### src/rtl/spi_arbiter_pkg.sv
// Shared constants for the SPI master arbiter: FSM encoding, default frame width
// and the index-width helper used by the arbiter and its priority selector.
package spi_arbiter_pkg;

    localparam int DEFAULT_DATA_SIZE = 40;

    localparam logic [2:0] ST_SYNC    = 3'd0;
    localparam logic [2:0] ST_IDLE    = 3'd1;
    localparam logic [2:0] ST_START   = 3'd2;
    localparam logic [2:0] ST_XFER    = 3'd3;
    localparam logic [2:0] ST_RELEASE = 3'd4;

    // Index width for n requesters, never narrower than one bit.
    function automatic int idx_width(input int n);
        return (n <= 2) ? 1 : $clog2(n);
    endfunction

endpackage

### src/rtl/rr_priority_select.sv
// Round-robin priority selector: first set request at or above ptr, wrapping
// modulo NUM_REQ. Purely combinational.
module rr_priority_select
    import spi_arbiter_pkg::*;
#(
    parameter int NUM_REQ = 3,
    parameter int IDX_W   = idx_width(NUM_REQ)
) (
    input  logic [NUM_REQ-1:0] req,
    input  logic [IDX_W-1:0]   ptr,
    output logic [NUM_REQ-1:0] onehot,
    output logic [IDX_W-1:0]   idx,
    output logic               any
);

    logic [NUM_REQ-1:0] rotated;
    logic [IDX_W:0]     sum;

    always_comb begin
        // NOTE: every signal written here gets a default first, so no path leaves
        // a value unassigned and no latch is inferred.
        any     = 1'b0;
        idx     = '0;
        sum     = '0;
        // Bit j of rotated is request (ptr + j) mod NUM_REQ.
        rotated = NUM_REQ'({req, req} >> ptr);
        for (int j = 0; j < NUM_REQ; j++) begin
            if (!any && rotated[j]) begin
                any = 1'b1;
                sum = {1'b0, ptr} + (IDX_W+1)'(j);
                idx = (int'(sum) >= NUM_REQ) ? IDX_W'(int'(sum) - NUM_REQ) : sum[IDX_W-1:0];
            end
        end
        onehot = any ? (NUM_REQ'(1) << idx) : '0;
    end

endmodule

### src/rtl/spi_arbiter.sv
// Shares one SPI master between NUM_REQ requesters, granting one whole frame
// per request in round-robin order and routing the received frame back.
module spi_arbiter
    import spi_arbiter_pkg::*;
#(
    parameter int NUM_REQ   = 3,
    parameter int DATA_SIZE = DEFAULT_DATA_SIZE,
    parameter int CS_SIZE   = 1,
    parameter int TIMEOUT   = 255
) (
    input  logic                           clk_in,
    input  logic                           reset_in,
    input  logic [NUM_REQ-1:0]             req_in,
    input  logic [NUM_REQ*DATA_SIZE-1:0]   req_data_in,
    input  logic [NUM_REQ*CS_SIZE-1:0]     req_cs_in,
    output logic [NUM_REQ-1:0]             gnt_out,
    output logic [NUM_REQ-1:0]             done_out,
    output logic [NUM_REQ-1:0]             err_out,
    output logic [DATA_SIZE-1:0]           rsp_data_out,
    output logic                           busy_out,
    output logic [DATA_SIZE-1:0]           spi_data_out,
    output logic                           spi_send_enable_out,
    output logic [CS_SIZE-1:0]             spi_cs_select_out,
    input  logic                           spi_cs_n_in,
    input  logic [DATA_SIZE-1:0]           spi_data_in
);

    localparam int IDX_W = idx_width(NUM_REQ);
    localparam int CNT_W = $clog2(TIMEOUT + 1);
    localparam logic [CNT_W-1:0] CNT_LIMIT = CNT_W'(TIMEOUT);
    localparam logic [IDX_W-1:0] LAST_IDX  = IDX_W'(NUM_REQ - 1);

    logic [2:0]           state_q,  state_nx;
    logic [IDX_W-1:0]     ptr_q,    ptr_nx;
    logic [IDX_W-1:0]     winner_q, winner_nx;
    logic [CNT_W-1:0]     cnt_q,    cnt_nx;
    logic [NUM_REQ-1:0]   gnt_q,    gnt_nx;
    logic [NUM_REQ-1:0]   done_q,   done_nx;
    logic [NUM_REQ-1:0]   err_q,    err_nx;
    logic [DATA_SIZE-1:0] rsp_q,    rsp_nx;
    logic [DATA_SIZE-1:0] data_q,   data_nx;
    logic [CS_SIZE-1:0]   cs_q,     cs_nx;
    logic                 en_q,     en_nx;
    logic                 busy_q;

    logic [NUM_REQ-1:0]   sel_onehot;
    logic [IDX_W-1:0]     sel_idx;
    logic                 sel_any;

    rr_priority_select #(
        .NUM_REQ (NUM_REQ),
        .IDX_W   (IDX_W)
    ) u_select (
        .req    (req_in),
        .ptr    (ptr_q),
        .onehot (sel_onehot),
        .idx    (sel_idx),
        .any    (sel_any)
    );

    always_comb begin
        state_nx  = state_q;
        ptr_nx    = ptr_q;
        winner_nx = winner_q;
        cnt_nx    = cnt_q;
        gnt_nx    = gnt_q;
        done_nx   = '0;
        err_nx    = '0;
        rsp_nx    = rsp_q;
        data_nx   = data_q;
        cs_nx     = cs_q;
        en_nx     = en_q;

        case (state_q)
            ST_SYNC: begin
                // Let a frame the master started before our reset run to completion.
                if (spi_cs_n_in) state_nx = ST_IDLE;
            end
            ST_IDLE: begin
                if (sel_any) begin
                    winner_nx = sel_idx;
                    gnt_nx    = sel_onehot;
                    en_nx     = 1'b1;
                    state_nx  = ST_START;
                    for (int i = 0; i < NUM_REQ; i++) begin
                        if (sel_onehot[i]) begin
                            data_nx = req_data_in[i*DATA_SIZE +: DATA_SIZE];
                            cs_nx   = req_cs_in[i*CS_SIZE +: CS_SIZE];
                        end
                    end
                end
            end
            ST_START: begin
                cnt_nx = (cnt_q == CNT_LIMIT) ? cnt_q : cnt_q + CNT_W'(1);
                if (!spi_cs_n_in) begin
                    en_nx    = 1'b0;
                    state_nx = ST_XFER;
                end else if (cnt_nx == CNT_LIMIT) begin
                    en_nx    = 1'b0;
                    err_nx   = gnt_q;
                    state_nx = ST_RELEASE;
                end
            end
            ST_XFER: begin
                if (spi_cs_n_in) begin
                    rsp_nx   = spi_data_in;
                    done_nx  = gnt_q;
                    state_nx = ST_RELEASE;
                end
            end
            ST_RELEASE: begin
                gnt_nx   = '0;
                ptr_nx   = (winner_q == LAST_IDX) ? '0 : winner_q + IDX_W'(1);
                cnt_nx   = '0;
                state_nx = ST_IDLE;
            end
            default: state_nx = ST_SYNC;
        endcase
    end

    always_ff @(posedge clk_in) begin
        // NOTE: registers use non-blocking assignment so every flop samples the
        // values from before this edge, independent of statement order.
        if (reset_in) begin
            state_q  <= ST_SYNC;
            ptr_q    <= '0;
            winner_q <= '0;
            cnt_q    <= '0;
            gnt_q    <= '0;
            done_q   <= '0;
            err_q    <= '0;
            rsp_q    <= '0;
            data_q   <= '0;
            cs_q     <= '0;
            en_q     <= 1'b0;
            busy_q   <= 1'b0;
        end else begin
            state_q  <= state_nx;
            ptr_q    <= ptr_nx;
            winner_q <= winner_nx;
            cnt_q    <= cnt_nx;
            gnt_q    <= gnt_nx;
            done_q   <= done_nx;
            err_q    <= err_nx;
            rsp_q    <= rsp_nx;
            data_q   <= data_nx;
            cs_q     <= cs_nx;
            en_q     <= en_nx;
            busy_q   <= (state_nx != ST_IDLE);
        end
    end

    assign gnt_out             = gnt_q;
    assign done_out            = done_q;
    assign err_out             = err_q;
    assign rsp_data_out        = rsp_q;
    assign busy_out            = busy_q;
    assign spi_data_out        = data_q;
    assign spi_send_enable_out = en_q;
    assign spi_cs_select_out   = cs_q;

endmodule

### config.mk
export PLATFORM = sky130hd
export DESIGN_NAME = spi_arbiter
export DESIGN_NICKNAME = d
export VERILOG_FILES = /design/src/rtl/spi_arbiter_pkg.sv /design/src/rtl/rr_priority_select.sv /design/src/rtl/spi_arbiter.sv
export SDC_FILE = /design/constraint.sdc
export NUM_CORES = 1
export LEC_CHECK = 0
export CORE_AREA = 2 2 112 114
export CTS_CLUSTER_SIZE = 8
export DETAILED_ROUTE_END_ITERATION = 12
export DIE_AREA = 0 0 114 116
export PLACE_DENSITY = 0.83
export REMOVE_ABC_BUFFERS = 1
export SLEW_MARGIN = 20
export SYNTH_ARGS = -nofsm -noshare
export SYNTH_HDL_FRONTEND = slang
export SYNTH_SLANG_ARGS = --single-unit
### constraint.sdc
create_clock -name clk_in -period 4.6 [get_ports clk_in]
set_input_delay 0.69 -clock clk_in [delete_from_list [all_inputs] [get_ports clk_in]]
set_output_delay 0.69 -clock clk_in [all_outputs]
set_load 0.005 [all_outputs]
-- Word-level counts from Yosys, hierarchy flattened
Cells that the tools add are included.
- add/sub/neg operators: 7
- $lt $le $gt $ge: 3
- equal/unequal tests: 10
- shifts and indexed selects: 2
- mux-type cells: 31
- bitwise operators: 4
- reduce and logical (&&, ||, !) cells: 16
- operators with widths (operator ; count):
    40-bit two-way mux ; 3
    3-bit two-way mux ; 7
    8-bit equality test, second input constant ; 2
    8-bit case mux with 2 select lines ; 1
    3-bit case mux with 5 select lines ; 1
    2-bit two-way mux ; 7
    1-bit two-way mux ; 9
    8-bit by 1-bit adder with 8-bit output, second input constant ; 1
    8-bit two-way mux ; 1
    3-bit by 2-bit equality test with 1-bit output, second input constant ; 2
    3-bit by 2-bit greater-or-equal comparator with 1-bit output, second input constant ; 2
    3-bit case mux with 2 select lines ; 1
    2-bit AND reduction ; 3
    3-bit AND reduction ; 2
    2-bit nonzero test ; 3
    6-bit by 2-bit >> shifter with 3-bit output ; 1
    2-bit subtractor, second input constant ; 3
    1-bit NOT ; 4
    4-bit OR reduction ; 1
    2-bit by 1-bit adder with 3-bit output, second input constant ; 1
    2-bit by 2-bit adder with 3-bit output, second input constant ; 1
    3-bit by 1-bit equality test with 1-bit output, second input constant ; 1
    3-bit equality test, second input constant ; 1
    3-bit logical NOT ; 1
    12 further kinds ; 14
- bits in registers: 107
- input bits: 169
- logic and storage cells: 85

-- Logic depth before layout (Yosys ltp)
Gate-level depths: netlist of run 1.
- word-level depth: 13
- mapped depth: 10
- depth with buffers taken out: 7

-- Hierarchy
Synthesis of run 1 repeated with hierarchy kept, for this count alone.
- cell total of the unflattened synthesis: 666
- area total of the unflattened synthesis: 5072.4 um^2
- modules (own cells, without submodules) (module ; instances ; cells an instance ; area an instance (um^2) ; seq. area each (um^2)):
    spi_arbiter ; 1 ; 634 ; 4809.6 ; 2142.1
    rr_priority_select ; 1 ; 32 ; 262.8 ; 0.0

-- Least setup slack after synthesis of run 1
Ideal clock, no wire load.
- path type: input to register
- from: input port req_in[0]
- to: register data_q[21], in the netlist spi_data_out[21]
- setup time: 0.103 ns
- data arrival time: 2.565 ns
- data required time: 4.497 ns
- slack: 1.932 ns
- cell stages on the path: 10
- path through: buf_2 or4b_1 a31o_1 a21boi_2 a221o_1 buf_6 buf_8 buf_2 nor4_1 a2111oi_2
- word-level cells in the longest chain between the ends: 12
- elaborated cells on any way between the ends: 17
- classes of those cells: shift: 2; mux: 9; reduce/logical: 6
- ends and longest elaborated chain (item ; RTL line ; text):
    start, declared ; spi_arbiter.sv:13 ; input logic [NUM_REQ-1:0] req_in,
    6-bit by 2-bit >> shifter with 3-bit output * ; rr_priority_select.sv:26 ; rotated = NUM_REQ'({req, req} >> ptr);
    1-bit two-way mux ; rr_priority_select.sv:28 ; if (!any && rotated[j]) begin
    1-bit logical NOT ; rr_priority_select.sv:28 ;
    1-bit logical AND ; rr_priority_select.sv:28 ;
    1-bit two-way mux ; rr_priority_select.sv:28 ;
    1-bit logical NOT ; rr_priority_select.sv:28 ;
    1-bit logical AND ; rr_priority_select.sv:28 ;
    2-bit two-way mux ; rr_priority_select.sv:28 ;
    1-bit by 2-bit left shift with 3-bit output ; rr_priority_select.sv:34 ; onehot = any ? (NUM_REQ'(1) << idx) : '0;
    3-bit two-way mux ; rr_priority_select.sv:34 ;
    3-bit nonzero test (no source line) / 40-bit two-way mux (equally long branches) ; - ;
    3-bit AND reduction (no source line) / 40-bit two-way mux (equally long branches) ; - ;
    end signal, assigned ; spi_arbiter.sv:146 ; data_q <= data_nx;
    end, declared ; spi_arbiter.sv:41 ; logic [DATA_SIZE-1:0] data_q, data_nx;
Every way passes the cells marked *; elsewhere a longest branch is shown, timed or not.
A chain may end at the register's enable or synchronous reset.

-- Worst setup path in the final report of run 1
- from: input port req_in[0]
- to: register data_q[8], in the netlist spi_data_out[8]
Same word-level chain as after synthesis.

==> flow_summary.ini, run 1 <==
[outcome]
status = finished clean

[die]
initial_utilization_pct = 43.8
fp.dieW_um = 114
io_pins = 261
rows = 40
die_area_um2 = 13200
die_h_um = 116
coreArea_um2 = 11900

[global_routing]
grt-ovfl-total = 0
grt_pass1_vias = 5365
grt_pass1_wl_um = 26400
grt_max_degree = 52
antenna_found_initial = 0
grt_usage_pct = 24.9

[setup_path]
r2r_slack_ns = 1.55
cp_max_fo = 46
worst-r2r-cell-count = 7
r2r_start = ptr_q[1]
crit_required_ns = 4.82
critPathKind = input port to flop
worstSetupEndpointType = flop
worstPathArrival_ns = 3.67
r2r_end = spi_data_out[8]
setup.worst_path.start_class = input port

[routing]
routed_via_density = 5.64
first_pass_iters = 4
drtAntennaViolNets = 0
drt_wl_total_um = 17100
vias = 5426
post-route-drc-count = 0
drt_iter0_drc = 342
wl_per_cell_um = 17.7

[cts]
clock_tree.root_cell = clkbuf_16
clk_latency_ns = 0.35
postCtsResizedCells = 0
cts.sinks = 107
clockBufferDepth = 2
cts_buffers = 9
clk_pin_slew_worst_paths_ns = 0.07
cts_max_level = 3
tritoncts = done
ctsHoldBuffers = 0
post_cts_buffers = 0

[sta]
finalSetupViolCount = 0
finalCriticalPeriod_ns = 3.45
worst_pin_slew_ns = 1.03
hold_violations = 0
fmax_mhz = 290
max_slew_margin_pct = 31.0
skew_ns = 0.00901
finalCritPeriodShare_pct = 75.0
rsz0062_at_grt = no
slew_violations = 0

[logic_synthesis]
synth_seq_cells = 107
yosysMostFrequentCell = dfxtp_1
synth_area_leaders = dfxtp_1 (41%), a21oi_1 (8.9%), mux2i_1 (8.6%)
synth_area_leader_cell = dfxtp_1
ys_warn_count = 0
yosysSeqAreaShare_pct = 41.1
synth_cells = 586
synth-edff-count = 0
async_flop_share_pct = 0
syn_area_um2 = 5220
avgSynthCellArea_um2 = 8.90
ys.flop_type = dfxtp_1
synthDistinctLibCells = 51
yosys.area.top_type_share_pct = 41.1
yosys-top-cells-count = dfxtp_1 (107), a21oi_1 (93), nand2_1 (93)

[cells_and_area]
num_antenna_cells = 0
layout.nets = 984
fillers = 931
drive_above_1_share_pct = 7.12
postLayoutCoreUtil_pct = 68.2
area_delta_synth_final_pct = 55.6
fin_area_um2 = 8120
multiInputGateArea_um2 = 2760
regArea_um2 = 2140

[pwr]
power_density_nw_per_um2 = 285
peakVddDrop_mv = 0.152
power.leakage_uw = 0.00266

[min_path]
hold-path-endpoint = rsp_data_out[17]
hold_path_depth = 2
holdCritPathClass = flop to flop
hold_path_startpoint = rsp_data_out[17]

[placement]
gp_congestion = 0.917
hpwl_um = 12300
placed_area_um2 = 7800
port_buffers = 260

[run]
maxCapViolCount = 0
## how the worst max path moves through the flow
stage / start / endpoint / slack [ns] / cells past startpoint
6_report: req_in[0] / spi_data_out[8] / 1.15 / 8
5_1_grt: req_in[0] / spi_data_out[8] / 0.97 / 8
4_1_cts: req_in[0] / spi_data_out[8] / 1.14 / 8
3_5_place_dp: req_in[0] / spi_data_out[8] / 0.79 / 8
3_3_place_gp: req_in[0] / spi_data_out[39] / 1.0 / 8
2_1_floorplan: req_in[1] / spi_cs_select_out / -0.87 / 6
## layout make-up
cell class                 count  share of cell area [%]
clock buffer                  12                    3.28
clock inverter                 4                   0.678
inverter                       5                   0.231
multi-input combinational    417                    34.0
sequential                   107                    26.4
tap                          147                    2.27
timing repair buffer         270                    33.1
## through the flow
stage	setup TNS (ns)	setup slack [ns]	total power (µW)	cells	hold WS, ns
after floorplan	-35.84	-0.870	1210	529	0.447
after global placement	0	0.998	1510	946	0.441
after detailed placement	0	0.792	1520	946	0.450
after CTS	0	1.14	2340	962	0.460
after global routing	0	0.971	2400	962	0.474
final	0	1.15	2320	962	0.456
## cell usage in the layout, fill, tap and decap left out, types with 2 or more instances in the layout
master	netlist	routed
a31oi_1	3	3
a2111oi_1	19	19
a211oi_1	3	3
o21ai_0	2	2
nand3_1	9	9
nand4_1	3	3
or4b_1	2	2
dfxtp_1	107	107
nor4b_1	2	2
clkdlybuf4s50_1	0	259
nor4_1	42	42
mux2i_1	45	45
nand2b_1	2	2
and4_1	2	2
nand2_1	93	93
nor2b_1	2	2
nor3b_1	2	2
a21oi_1	93	93
nor2_1	18	18
or3_1	3	3
and3_1	2	2
clkbuf_16	0	9
a21o_1	3	3
a2111oi_2	22	22
ha_1	5	5
o21bai_1	3	3
inv_1	4	4
buf_4	1	10
nor3_1	10	10
and2_1	9	8
clkbuf_8	0	3
a311oi_1	2	2
## critical path, stage by stage
cell and delay, ns:
clkdlybuf4s50_1 0.56, or4b_1 0.54, a31o_1 0.22, a21boi_2 0.24, a221o_4 0.56, buf_12 0.29
mux2i_1 0.11, a2111oi_1 0.41
## cell families (layout without fill, tap and decap cells)
family,after synthesis,in the layout,synth area share (%)
simple gates,205,205,19.4
flops,107,107,41.1
fa+ha+maj,5,5,1.20
compound gates,161,161,23.1
mux,46,46,8.85
buf+inv,62,291,6.40
## layer usage
metal / wire length (µm) / GRT usage, % / part of all wire, %
met1: 6760 / 28.0 / 40
met2: 8530 / 44.4 / 50
met3: 1230 / 6.59 / 7.2
met4: 551 / 10.9 / 3.2
met5: 0 / 0 / 0
## state kept, by name, summed over array words and instances, names as in the netlist
signal               count
ptr_q                    2
winner_q                 2
rsp_data_out            40
spi_cs_select_out        1
cnt_q                    8
err_out                  3
gnt_out                  3
state_q                  3
done_out                 3
spi_data_out            40
spi_send_enable_out      1
busy_out                 1
## where the power goes
part	total, µW	internal, µW	switching, µW
Combinational	497	290	208
Clock	815	470	345
Sequential	1010	975	30.1
Total	2320	1730	583
Power figures use the tool's default switching activity.
==> run 2: changes to the inputs <==
--- a/config.mk
+++ b/config.mk
@@ -5,11 +5,11 @@
 export SDC_FILE = /design/constraint.sdc
 export NUM_CORES = 1
 export LEC_CHECK = 0
-export CORE_AREA = 2 2 112 114
+export CORE_AREA = 2 2 116 118
 export CTS_CLUSTER_SIZE = 8
 export DETAILED_ROUTE_END_ITERATION = 12
-export DIE_AREA = 0 0 114 116
-export PLACE_DENSITY = 0.83
+export DIE_AREA = 0 0 118 120
+export PLACE_DENSITY = 0.78
 export REMOVE_ABC_BUFFERS = 1
 export SLEW_MARGIN = 20
 export SYNTH_ARGS = -nofsm -noshare
==> constraint.sdc (replaced) <==
create_clock -name clk_in -period 3.55 [get_ports clk_in]
set_input_delay 0.5325 -clock clk_in [delete_from_list [all_inputs] [get_ports clk_in]]
set_output_delay 0.5325 -clock clk_in [all_outputs]
set_load 0.005 [all_outputs]
==> run 2 against run 1 <==
Against the previous run:
- sequential power increased by 29%
- routed wire length up 2.8%
- sequential share of layout area down 0.56 points
- register-to-register slack worse by 0.75 ns
- combinational power rose by 33%
- total power grew 35%
- die area up 7.1%
- largest power group unchanged
- highest routed layer unchanged
==> flow_summary.ini, run 2 (synthesis gave the netlist of run 1 again) <==
[routing]
post-route-drc-count = 0
wl_per_cell_um = 17.5
vias = 5591
drtAntennaViolNets = 0
drt_wl_total_um = 17500
routed_via_density = 5.59
first_pass_iters = 6
drt_iter0_drc = 348

[cells_and_area]
area_delta_synth_final_pct = 59.0
layout_common_cells = clkdlybuf4s50_1 (259), dfxtp_1 (107), nand2_1 (93), a21oi_1 (93), mux2i_1 (45)
postLayoutCoreUtil_pct = 63.9
layout.nets = 994
drive_above_1_share_pct = 8.24
final_common_cell = clkdlybuf4s50_1
num_antenna_cells = 0

[die]
fp.dieW_um = 118
coreArea_um2 = 13000
io_pins = 261
die_h_um = 120
initial_utilization_pct = 40.2
rows = 42
die_area_um2 = 14200

[cts]
cts_max_level = 3
post_cts_buffers = 0
clk_latency_ns = 0.35
clk_pin_slew_worst_paths_ns = 0.07
clockBufferDepth = 2
ctsHoldBuffers = 0
postCtsResizedCells = 0
clock_tree.root_cell = clkbuf_16
tritoncts = done
cts.sinks = 107
cts_buffers = 9

[run]
maxCapViolCount = 0

[placement]
port_buffers = 260
gp_congestion = 0.891
preCtsSetupSlack_ns = 0.248
hpwl_um = 12800

[setup_path]
setup.worst_path.start_class = input port
r2r_slack_ns = 0.80
crit_required_ns = 3.77
worstPathArrival_ns = 3.20
critPathKind = input port to flop
cp_max_fo = 20
worstSetupEndpointType = flop

[global_routing]
grt_pass1_vias = 5621
grt_usage_pct = 24.8
grt_max_degree = 64
grt_pass1_wl_um = 28500
grt-ovfl-total = 0
antenna_found_initial = 0

[sta]
fin_setup_tns_ns = 0
rsz0062_at_grt = no
fmax_mhz = 335
finalCriticalPeriod_ns = 2.98
slew_violations = 0
skew_ns = 0.0106
worst_pin_slew_ns = 0.728
max_slew_margin_pct = 51.1
finalCritPeriodShare_pct = 84.1
hold_slack_ns = 0.454
finalSetupViolCount = 0
finalWorstSetupSlack_ns = 0.566
hold_violations = 0

[pwr]
power_density_nw_per_um2 = 377
p_sw_share_pct = 24.8
pwr-share-clk_pct = 37.1
seqPwrFrac_pct = 41.7
power.net_switching_uw = 775
peakVddDrop_mv = 0.262
internal_power_uw = 2350
power.leakage_uw = 0.00274
power_frac_comb_pct = 21.2

[outcome]
status = finished clean

[min_path]
holdCritPathClass = flop to flop
==> run 2: final cells by class <==
class / instances / area [µm²]
Tap cell: 176 / 220
Multi-Input combinational cell: 417 / 2760
Inverter: 5 / 18.8
Timing Repair Buffer: 280 / 2800
Sequential cell: 107 / 2140
Clock buffer: 9 / 225
Fill cell: 1076 / 4690
Clock inverter: 7 / 124
==> run 2: worst max-delay path, stage by stage <==
cell and delay (ns):
clkdlybuf4s50_1 0.56, or4b_1 0.54, a31o_1 0.23, a21boi_2 0.24, a221o_4 0.37, buf_4 0.22
mux2i_1 0.07, a2111oi_1 0.42
==> run 2: final timing paths <==
kind,from,end,cells past startpoint
setup / recovery,req_in[0],spi_data_out[13],8
hold / removal,rsp_data_out[10],rsp_data_out[10],2
setup reg to reg,ptr_q[1],spi_data_out[13],7
hold reg to reg,rsp_data_out[10],rsp_data_out[10],2
==> run 2: through the flow <==
stage               area (µm²)  power [µW]  std cells
finish                    8290        3120       1001
detailed placement        7950        1990        985
CTS                       8290        3150       1001
global route              8290        3250       1001
global placement          7950        1970        985
floorplan                 4900        1570        529
==> run 2: layer usage <==
layer	global-route usage, %	part of all wire [%]
met3	8.03	9.5
met1	28.1	39
met5	0	0
met2	43.1	49
met4	9.79	2.1
==> run 2: power by group through the flow <==
stage	Clock (µW)	Sequential [µW]	Combinational, µW
detailed placement	0	1330	660
floorplan	0	1330	244
global route	1230	1310	712
finish	1160	1300	663
global placement	0	1330	643
CTS	1190	1300	663
